## src/rtl/tlc5957_pkg.sv

```systemverilog
// Shared TLC5957 definitions used by both the chain driver and the frame decoder.
// LAT pulse widths encode the command carried by each 48-bit shift-register word.
package tlc5957_pkg;

  localparam int TLC_WORD_BITS      = 48;
  localparam int TLC_WORDS_PER_LINE = 11;
  localparam int TLC_LATW_BITS      = 4;

  typedef enum logic [TLC_LATW_BITS-1:0] {
    CMD_WRTGS = 4'd1,
    CMD_LATGS = 4'd3
  } lat_cmd_t;

  typedef struct packed {
    logic [TLC_WORD_BITS-1:0] data;
    logic [TLC_LATW_BITS-1:0] latw;
  } tlc_word_t;

endpackage

```

## src/rtl/tlc5957_frame_decoder_if.sv

```systemverilog
// Serial-side inputs and the decoded-word output port of the TLC5957 frame decoder.
// master = the side that drives the serial line and consumes words; slave = the decoder.
interface tlc5957_frame_decoder_if
  import tlc5957_pkg::*;
#(
  parameter int WORD_BITS = TLC_WORD_BITS,
  parameter int LATW_BITS = TLC_LATW_BITS
);
  logic                 sin;
  logic                 shift_en;
  logic                 lat;
  logic [WORD_BITS-1:0] word_data;
  logic [LATW_BITS-1:0] word_latw;
  logic                 word_is_wrtgs;
  logic                 word_is_latgs;
  logic                 word_valid;
  logic                 word_ready;
  logic                 frame_err;
  logic                 seq_err;
  logic                 overflow;
  logic                 line_done;

  modport master (
    output sin, shift_en, lat, word_ready,
    input  word_data, word_latw, word_is_wrtgs, word_is_latgs, word_valid,
           frame_err, seq_err, overflow, line_done
  );

  modport slave (
    input  sin, shift_en, lat, word_ready,
    output word_data, word_latw, word_is_wrtgs, word_is_latgs, word_valid,
           frame_err, seq_err, overflow, line_done
  );
endinterface

```

## src/rtl/tlc5957_lat_width_counter.sv

```systemverilog
// Measures each LAT high pulse and flags the falling edge that closes a word.
// lat_cnt is the width of the pulse that is closing while close is high.
module tlc5957_lat_width_counter
  import tlc5957_pkg::*;
#(
  parameter int LATW_BITS = TLC_LATW_BITS
) (
  input  logic                 sclk,
  input  logic                 rst_n,
  input  logic                 lat,
  output logic [LATW_BITS-1:0] lat_cnt,
  output logic                 close
);
  localparam logic [LATW_BITS-1:0] LATW_SAT = '1;

  logic lat_q;

  assign close = lat_q & ~lat;

  always_ff @(posedge sclk) begin
    if (!rst_n) begin
      lat_q   <= 1'b0;
      lat_cnt <= '0;
    end else begin
      lat_q <= lat;
      if (close)
        lat_cnt <= '0;
      else if (lat && lat_cnt != LATW_SAT)
        lat_cnt <= lat_cnt + 1'b1;
    end
  end
endmodule

```

## src/rtl/tlc5957_frame_decoder.sv

```systemverilog
// Rebuilds 48-bit TLC5957 words from sin/shift_en/lat, classifies them by LAT width
// and checks every line is 10 WRTGS words followed by one LATGS.
module tlc5957_frame_decoder
  import tlc5957_pkg::*;
#(
  parameter int WORD_BITS      = TLC_WORD_BITS,
  parameter int WORDS_PER_LINE = TLC_WORDS_PER_LINE,
  parameter int LATW_BITS      = TLC_LATW_BITS
) (
  input logic                    sclk,
  input logic                    rst_n,
  tlc5957_frame_decoder_if.slave bus
);
  localparam int BCNT_W = 6;
  localparam int IDX_W  = $clog2(WORDS_PER_LINE);
  localparam logic [BCNT_W-1:0] BCNT_SAT  = '1;
  localparam logic [BCNT_W-1:0] BCNT_WORD = BCNT_W'(WORD_BITS);
  localparam logic [IDX_W-1:0]  IDX_LAST  = IDX_W'(WORDS_PER_LINE - 1);

  logic [WORD_BITS-1:0] shreg;
  logic [BCNT_W-1:0]    bit_cnt;
  logic [IDX_W-1:0]     word_idx;
  logic [LATW_BITS-1:0] lat_cnt;
  logic                 close;

  logic [WORD_BITS-1:0] out_data;
  logic [LATW_BITS-1:0] out_latw;
  logic                 out_valid, out_ovf, out_ferr, out_serr, out_ldone;

  tlc5957_lat_width_counter #(.LATW_BITS(LATW_BITS)) u_latw (
    .sclk    (sclk),
    .rst_n   (rst_n),
    .lat     (bus.lat),
    .lat_cnt (lat_cnt),
    .close   (close)
  );

  // Close-cycle decisions all use pre-shift state: the bit arriving now belongs to the next word.
  logic good, bad, is_wrtgs, is_latgs, last_slot, seq_adv, seq_line, seq_bad, pop, load;

  always_comb begin
    good      = close && (bit_cnt == BCNT_WORD);
    bad       = close && (bit_cnt != BCNT_WORD);
    is_wrtgs  = (lat_cnt == LATW_BITS'(CMD_WRTGS));
    is_latgs  = (lat_cnt == LATW_BITS'(CMD_LATGS));
    last_slot = (word_idx == IDX_LAST);
    seq_adv   = good && is_wrtgs && !last_slot;
    seq_line  = good && is_latgs && last_slot;
    seq_bad   = good && !seq_adv && !seq_line;
    pop       = out_valid && bus.word_ready;
    load      = good && (!out_valid || bus.word_ready);
  end

  always_ff @(posedge sclk) begin
    if (!rst_n) begin
      shreg     <= '0;
      bit_cnt   <= '0;
      word_idx  <= '0;
      out_data  <= '0;
      out_latw  <= '0;
      out_valid <= 1'b0;
      out_ovf   <= 1'b0;
      out_ferr  <= 1'b0;
      out_serr  <= 1'b0;
      out_ldone <= 1'b0;
    end else begin
      if (bus.shift_en)
        shreg <= {shreg[WORD_BITS-2:0], bus.sin};

      if (close)
        bit_cnt <= bus.shift_en ? BCNT_W'(1) : '0;
      else if (bus.shift_en && bit_cnt != BCNT_SAT)
        bit_cnt <= bit_cnt + 1'b1;

      // Words lost to overflow still advance the line checker.
      if (seq_adv)
        word_idx <= word_idx + 1'b1;
      else if (close)
        word_idx <= '0;

      out_ferr  <= bad;
      out_serr  <= seq_bad;
      out_ldone <= seq_line;

      if (load) begin
        out_data  <= shreg;
        out_latw  <= lat_cnt;
        out_valid <= 1'b1;
      end else if (pop) begin
        out_valid <= 1'b0;
      end

      if (good && !load)
        out_ovf <= 1'b1;
    end
  end

  assign bus.word_data     = out_data;
  assign bus.word_latw     = out_latw;
  assign bus.word_is_wrtgs = (out_latw == LATW_BITS'(CMD_WRTGS));
  assign bus.word_is_latgs = (out_latw == LATW_BITS'(CMD_LATGS));
  assign bus.word_valid    = out_valid;
  assign bus.overflow      = out_ovf;
  assign bus.frame_err     = out_ferr;
  assign bus.seq_err       = out_serr;
  assign bus.line_done     = out_ldone;
endmodule

```

## src/flat_wrapper.sv

```systemverilog
// flat-port wrapper written by rule: the top's interface ports become plain ports
module tlc5957_frame_decoder_flat import tlc5957_pkg::*;
#(
  parameter int WORD_BITS      = TLC_WORD_BITS,
  parameter int WORDS_PER_LINE = TLC_WORDS_PER_LINE,
  parameter int LATW_BITS      = TLC_LATW_BITS
)
  (sclk, rst_n, bus_sin, bus_shift_en, bus_lat, bus_word_ready, bus_word_data, bus_word_latw, bus_word_is_wrtgs, bus_word_is_latgs, bus_word_valid, bus_frame_err, bus_seq_err, bus_overflow, bus_line_done);
  tlc5957_frame_decoder_if #(.WORD_BITS(WORD_BITS), .LATW_BITS(LATW_BITS)) bus_i ();
  input logic sclk;
  input logic rst_n;
  input wire logic [$bits(bus_i.sin)-1:0] bus_sin;
  input wire logic [$bits(bus_i.shift_en)-1:0] bus_shift_en;
  input wire logic [$bits(bus_i.lat)-1:0] bus_lat;
  input wire logic [$bits(bus_i.word_ready)-1:0] bus_word_ready;
  output wire logic [$bits(bus_i.word_data)-1:0] bus_word_data;
  output wire logic [$bits(bus_i.word_latw)-1:0] bus_word_latw;
  output wire logic [$bits(bus_i.word_is_wrtgs)-1:0] bus_word_is_wrtgs;
  output wire logic [$bits(bus_i.word_is_latgs)-1:0] bus_word_is_latgs;
  output wire logic [$bits(bus_i.word_valid)-1:0] bus_word_valid;
  output wire logic [$bits(bus_i.frame_err)-1:0] bus_frame_err;
  output wire logic [$bits(bus_i.seq_err)-1:0] bus_seq_err;
  output wire logic [$bits(bus_i.overflow)-1:0] bus_overflow;
  output wire logic [$bits(bus_i.line_done)-1:0] bus_line_done;
  assign bus_i.sin = bus_sin;
  assign bus_i.shift_en = bus_shift_en;
  assign bus_i.lat = bus_lat;
  assign bus_i.word_ready = bus_word_ready;
  assign bus_word_data = bus_i.word_data;
  assign bus_word_latw = bus_i.word_latw;
  assign bus_word_is_wrtgs = bus_i.word_is_wrtgs;
  assign bus_word_is_latgs = bus_i.word_is_latgs;
  assign bus_word_valid = bus_i.word_valid;
  assign bus_frame_err = bus_i.frame_err;
  assign bus_seq_err = bus_i.seq_err;
  assign bus_overflow = bus_i.overflow;
  assign bus_line_done = bus_i.line_done;
  tlc5957_frame_decoder #(.WORD_BITS(WORD_BITS), .WORDS_PER_LINE(WORDS_PER_LINE), .LATW_BITS(LATW_BITS)) u_core (.sclk(sclk), .rst_n(rst_n), .bus(bus_i));
endmodule
```

## config.mk

```make
export PLATFORM = sky130hd
export DESIGN_NAME = tlc5957_frame_decoder_flat
export DESIGN_NICKNAME = d
export VERILOG_FILES = /design/src/rtl/tlc5957_pkg.sv /design/src/rtl/tlc5957_frame_decoder_if.sv /design/src/rtl/tlc5957_lat_width_counter.sv /design/src/rtl/tlc5957_frame_decoder.sv /design/src/flat_wrapper.sv
export SDC_FILE = /design/constraint.sdc
export NUM_CORES = 1
export LEC_CHECK = 0
export ABC_AREA = 1
export ABC_CLOCK_PERIOD_IN_PS = 1700
export CAP_MARGIN = 20
export CORE_ASPECT_RATIO = 0.9
export CORE_UTILIZATION = 54
export CTS_CLUSTER_SIZE = 25
export DETAILED_ROUTE_END_ITERATION = 6
export PLACE_DENSITY = 0.86
export SYNTH_ARGS = -nofsm -noshare
export SYNTH_HDL_FRONTEND = slang
export SYNTH_HIERARCHICAL = 1
export SYNTH_SLANG_ARGS = --single-unit
export TNS_END_PERCENT = 5
```

## constraint.sdc

```tcl
create_clock -name sclk -period 1.7 [get_ports sclk]
set_clock_uncertainty 0.1 [all_clocks]
set_input_delay 0.34 -clock sclk [delete_from_list [all_inputs] [get_ports sclk]]
set_output_delay 0.34 -clock sclk [all_outputs]
set_load 0.005 [all_outputs]
```

==> flow_summary.json <==
{
  "status": "finished, violations left",
  "violations": "negative setup slack",
  "clock.fmax_ghz": 0.580,
  "combPwrFrac_pct": 4.5,
  "grt_pass1_wl_um": 16700,
  "design_area_um2": 5840,
  "area_growth_pct": 29.2,
  "clock_tree.root_cell": "clkbuf_8",
  "worst_slack_ps": -24.9,
  "min_path_type": "primary input to flip-flop",
  "cts.htree.levels": 4,
  "grt_max_degree": 103,
  "worstSkewPairLatency_ps": 520,
  "p_leak_nw": 2.56,
  "drc": 0,
  "syn-cell-area_um2": 4520,
  "antenna_found_initial": 0,
  "synth_warnings": 6,
  "rows": 31,
  "crit_chain": "nor4_2, buf_2",
  "cts_buffers": 17,
  "grt_pass1_vias": 3676,
  "ys_ff_latch": 120,
  "post-route-util_pct": 72.4,
  "coreArea_um2": 8070,
  "placed_cell_area_um2": 5270,
  "end_kind": "output port",
  "numPortBuffers": 64,
  "hold_slack_ps": 28.0,
  "num_vias": 4074,
  "switching_share_pct": 23.1,
  "hpwl_um": 6130,
  "slowest_delay_ps": 360,
  "routabilityCongestion": 0.825,
  "avgRoutedWirePerCell_um": 13.5,
  "cts_tree": "yes",
  "grt_util_all_layers_pct": 24.3,
  "slew_viol_final": 0,
  "ys_types": 24,
  "power_density_nw_per_um2": 1170,
  "preCtsSetupSlack_ps": -194,
  "critical_path.max_fanout": 4,
  "drive_gt1_share_pct": 12.9,
  "seqPwrFrac_pct": 43.5,
  "antenna_cells": 0,
  "ys_seq_area_share_pct": 53.1,
  "n_fill_cell": 589,
  "dieArea_um2": 8750,
  "finalWirelength_um": 10200,
  "final_hold_viol_count": 0,
  "avgSynthCellArea_um2": 7.84,
  "crit_type": "flip-flop to output port",
  "path_buf_inv": 1,
  "slew_headroom_pct": 74.0,
  "crit_path_start_kind": "flip-flop",
  "crit_family": "flip-flops",
  "arrival_ps": 1280,
  "finalSetupViolations": 2,
  "nets": 657,
  "syn_nets": 588,
  "grt_setup_unrepaired": "true",
  "worstMarginPinSlew_ps": 387,
  "cts_hold_buffers": 0,
  "yosysTopAreaCell": "dfxtp_1",
  "clkTransAtPathRegs_ps": 60,
  "die_w_um": 98.5,
  "worst_ep_required_time_ps": 1260,
  "grt_remaining_overflow": 0,
  "postRouteAntennaNets": 0,
  "maxCapViolCount": 0,
  "p_clk_share_pct": 52.0,
  "synth_top_area_share_pct": 53.1,
  "synth.area.top_cells": "dfxtp_1 53%, o21ai_0 11%, nor2_1 9.9%, a21oi_1 6.7%, inv_1 6.1%",
  "numClockSinks": 120,
  "initial_core_util_pct": 56.1,
  "dr.pass1.iters": 7,
  "ir_worst_vdd_mv": 0.779,
  "syn_inst": 577,
  "fp.dieH_um": 88.8,
  "intPower_w": 0.00524,
  "top_level_ports": 65,
  "clock_path_buffers": 2,
  "viasPerCell": 5.38,
  "slowest_stage": "dfxtp_4",
  "period_minus_slack_ps": 1720,
  "period_share_pct": 101,
  "p_switching_w": 0.00158,
  "drt_iter0_markers": 284
}
## state kept, by name, summed over array words and instances, names as in the netlist
register / flops
u_core/bus.word_valid: 1
u_core/bit_cnt: 6
u_core/bus.frame_err: 1
u_core/bus.seq_err: 1
u_core/word_idx: 4
u_core/bus.overflow: 1
u_core/u_latw/lat_q: 1
u_core/shreg: 48
u_core/bus.line_done: 1
u_core/bus.word_latw: 4
u_core/bus.word_data: 48
u_core/u_latw/lat_cnt: 4
## cell usage in the layout (no fill, tap or decap), types with 15 or more instances in the layout
cell type,n
dfxtp_1,104
nor2_1,119
o21ai_1,20
clkbuf_16,16
o21ai_0,86
dlygate4sd2_1,57
dfxtp_2,15
inv_1,71
nand2_1,29
buf_4,16
a21oi_1,61
## timing repair
item	in CTS	in global routing
pin swaps	0	1
endpoints found under the setup margin	59	52
endpoints found under the hold margin	0	0
buffers inserted	1	0
gates resized for setup	85	15
## logic make-up after synthesis
kind of cell | Yosys count | synth area share [%]
fa+ha+maj | 5 | 1.38
simple gates | 176 | 16.6
compound gates | 169 | 18.7
flops | 120 | 53.1
buf+inv | 107 | 10.2
## per-layer routing
metal  track usage (%)  wire length (um)  vias up
met2              43.9              5270      157
met5                 0                 0        -
met1              27.8              4220     1899
li1                  -                 -     1997
met3              6.64               568       21
met4              9.63               148        0
## tightest hold or removal path, cell delays in order
cell,delay [ps]
buf_2,150
nand2_1,70
a21oi_1,40
## metrics by stage
| stage | cells | total power [W] | setup TNS [ps] |
|---|---|---|---|
| 2_1_floorplan | 577 | 0.00321 | 0 |
| 3_5_place_dp | 725 | 0.00331 | -5910 |
| 3_3_place_gp | 725 | 0.00329 | -3770 |
| 4_1_cts | 757 | 0.00683 | -89.0 |
| 6_report | 757 | 0.00681 | -38.8 |
| 5_1_grt | 757 | 0.00703 | -170 |
## worst paths after layout
check | slack [ps] | from | to | cells past startpoint
max | -20 | u_core/bus.word_latw[3] | bus_word_is_wrtgs | 2
max reg2reg | 120 | u_core/bit_cnt[0] | u_core/bus.word_data[14] | 8
min | 30 | rst_n | u_core/word_idx[0] | 3
min reg2reg | 340 | u_core/bus.word_data[21] | u_core/bus.word_data[21] | 2
## Yosys cell counts (all sizes together)
cell / n
nor2: 124
dfxtp: 120
o21ai: 107
inv: 74
a21oi: 61
nand2: 32
clkbuf: 20
buf: 13
nand4: 7
ha: 5
nand3: 5
nor4: 4
nor3: 3
nand3b: 1
o22ai: 1
## power groups by stage
stage / Clock, W / Combinational [W] / Sequential [W]
floorplan: 0 / 0.000216 / 0.00300
global placement: 0 / 0.000277 / 0.00301
detailed placement: 0 / 0.000291 / 0.00302
CTS: 0.00358 / 0.000300 / 0.00296
global route: 0.00371 / 0.000352 / 0.00297
finish: 0.00354 / 0.000309 / 0.00296
## final cells by class
class / instances / area, um^2 / area share, %
clock buffers: 17 / 414 / 7.09
clock inverters: 14 / 175 / 3.00
inverters: 74 / 278 / 4.75
multi-input cells: 350 / 1690 / 29.0
flip-flops and latches: 120 / 2420 / 41.5
well taps: 99 / 124 / 2.12
repair buffers: 83 / 734 / 12.6
Note: power is estimated with default switching activity, not from simulation.
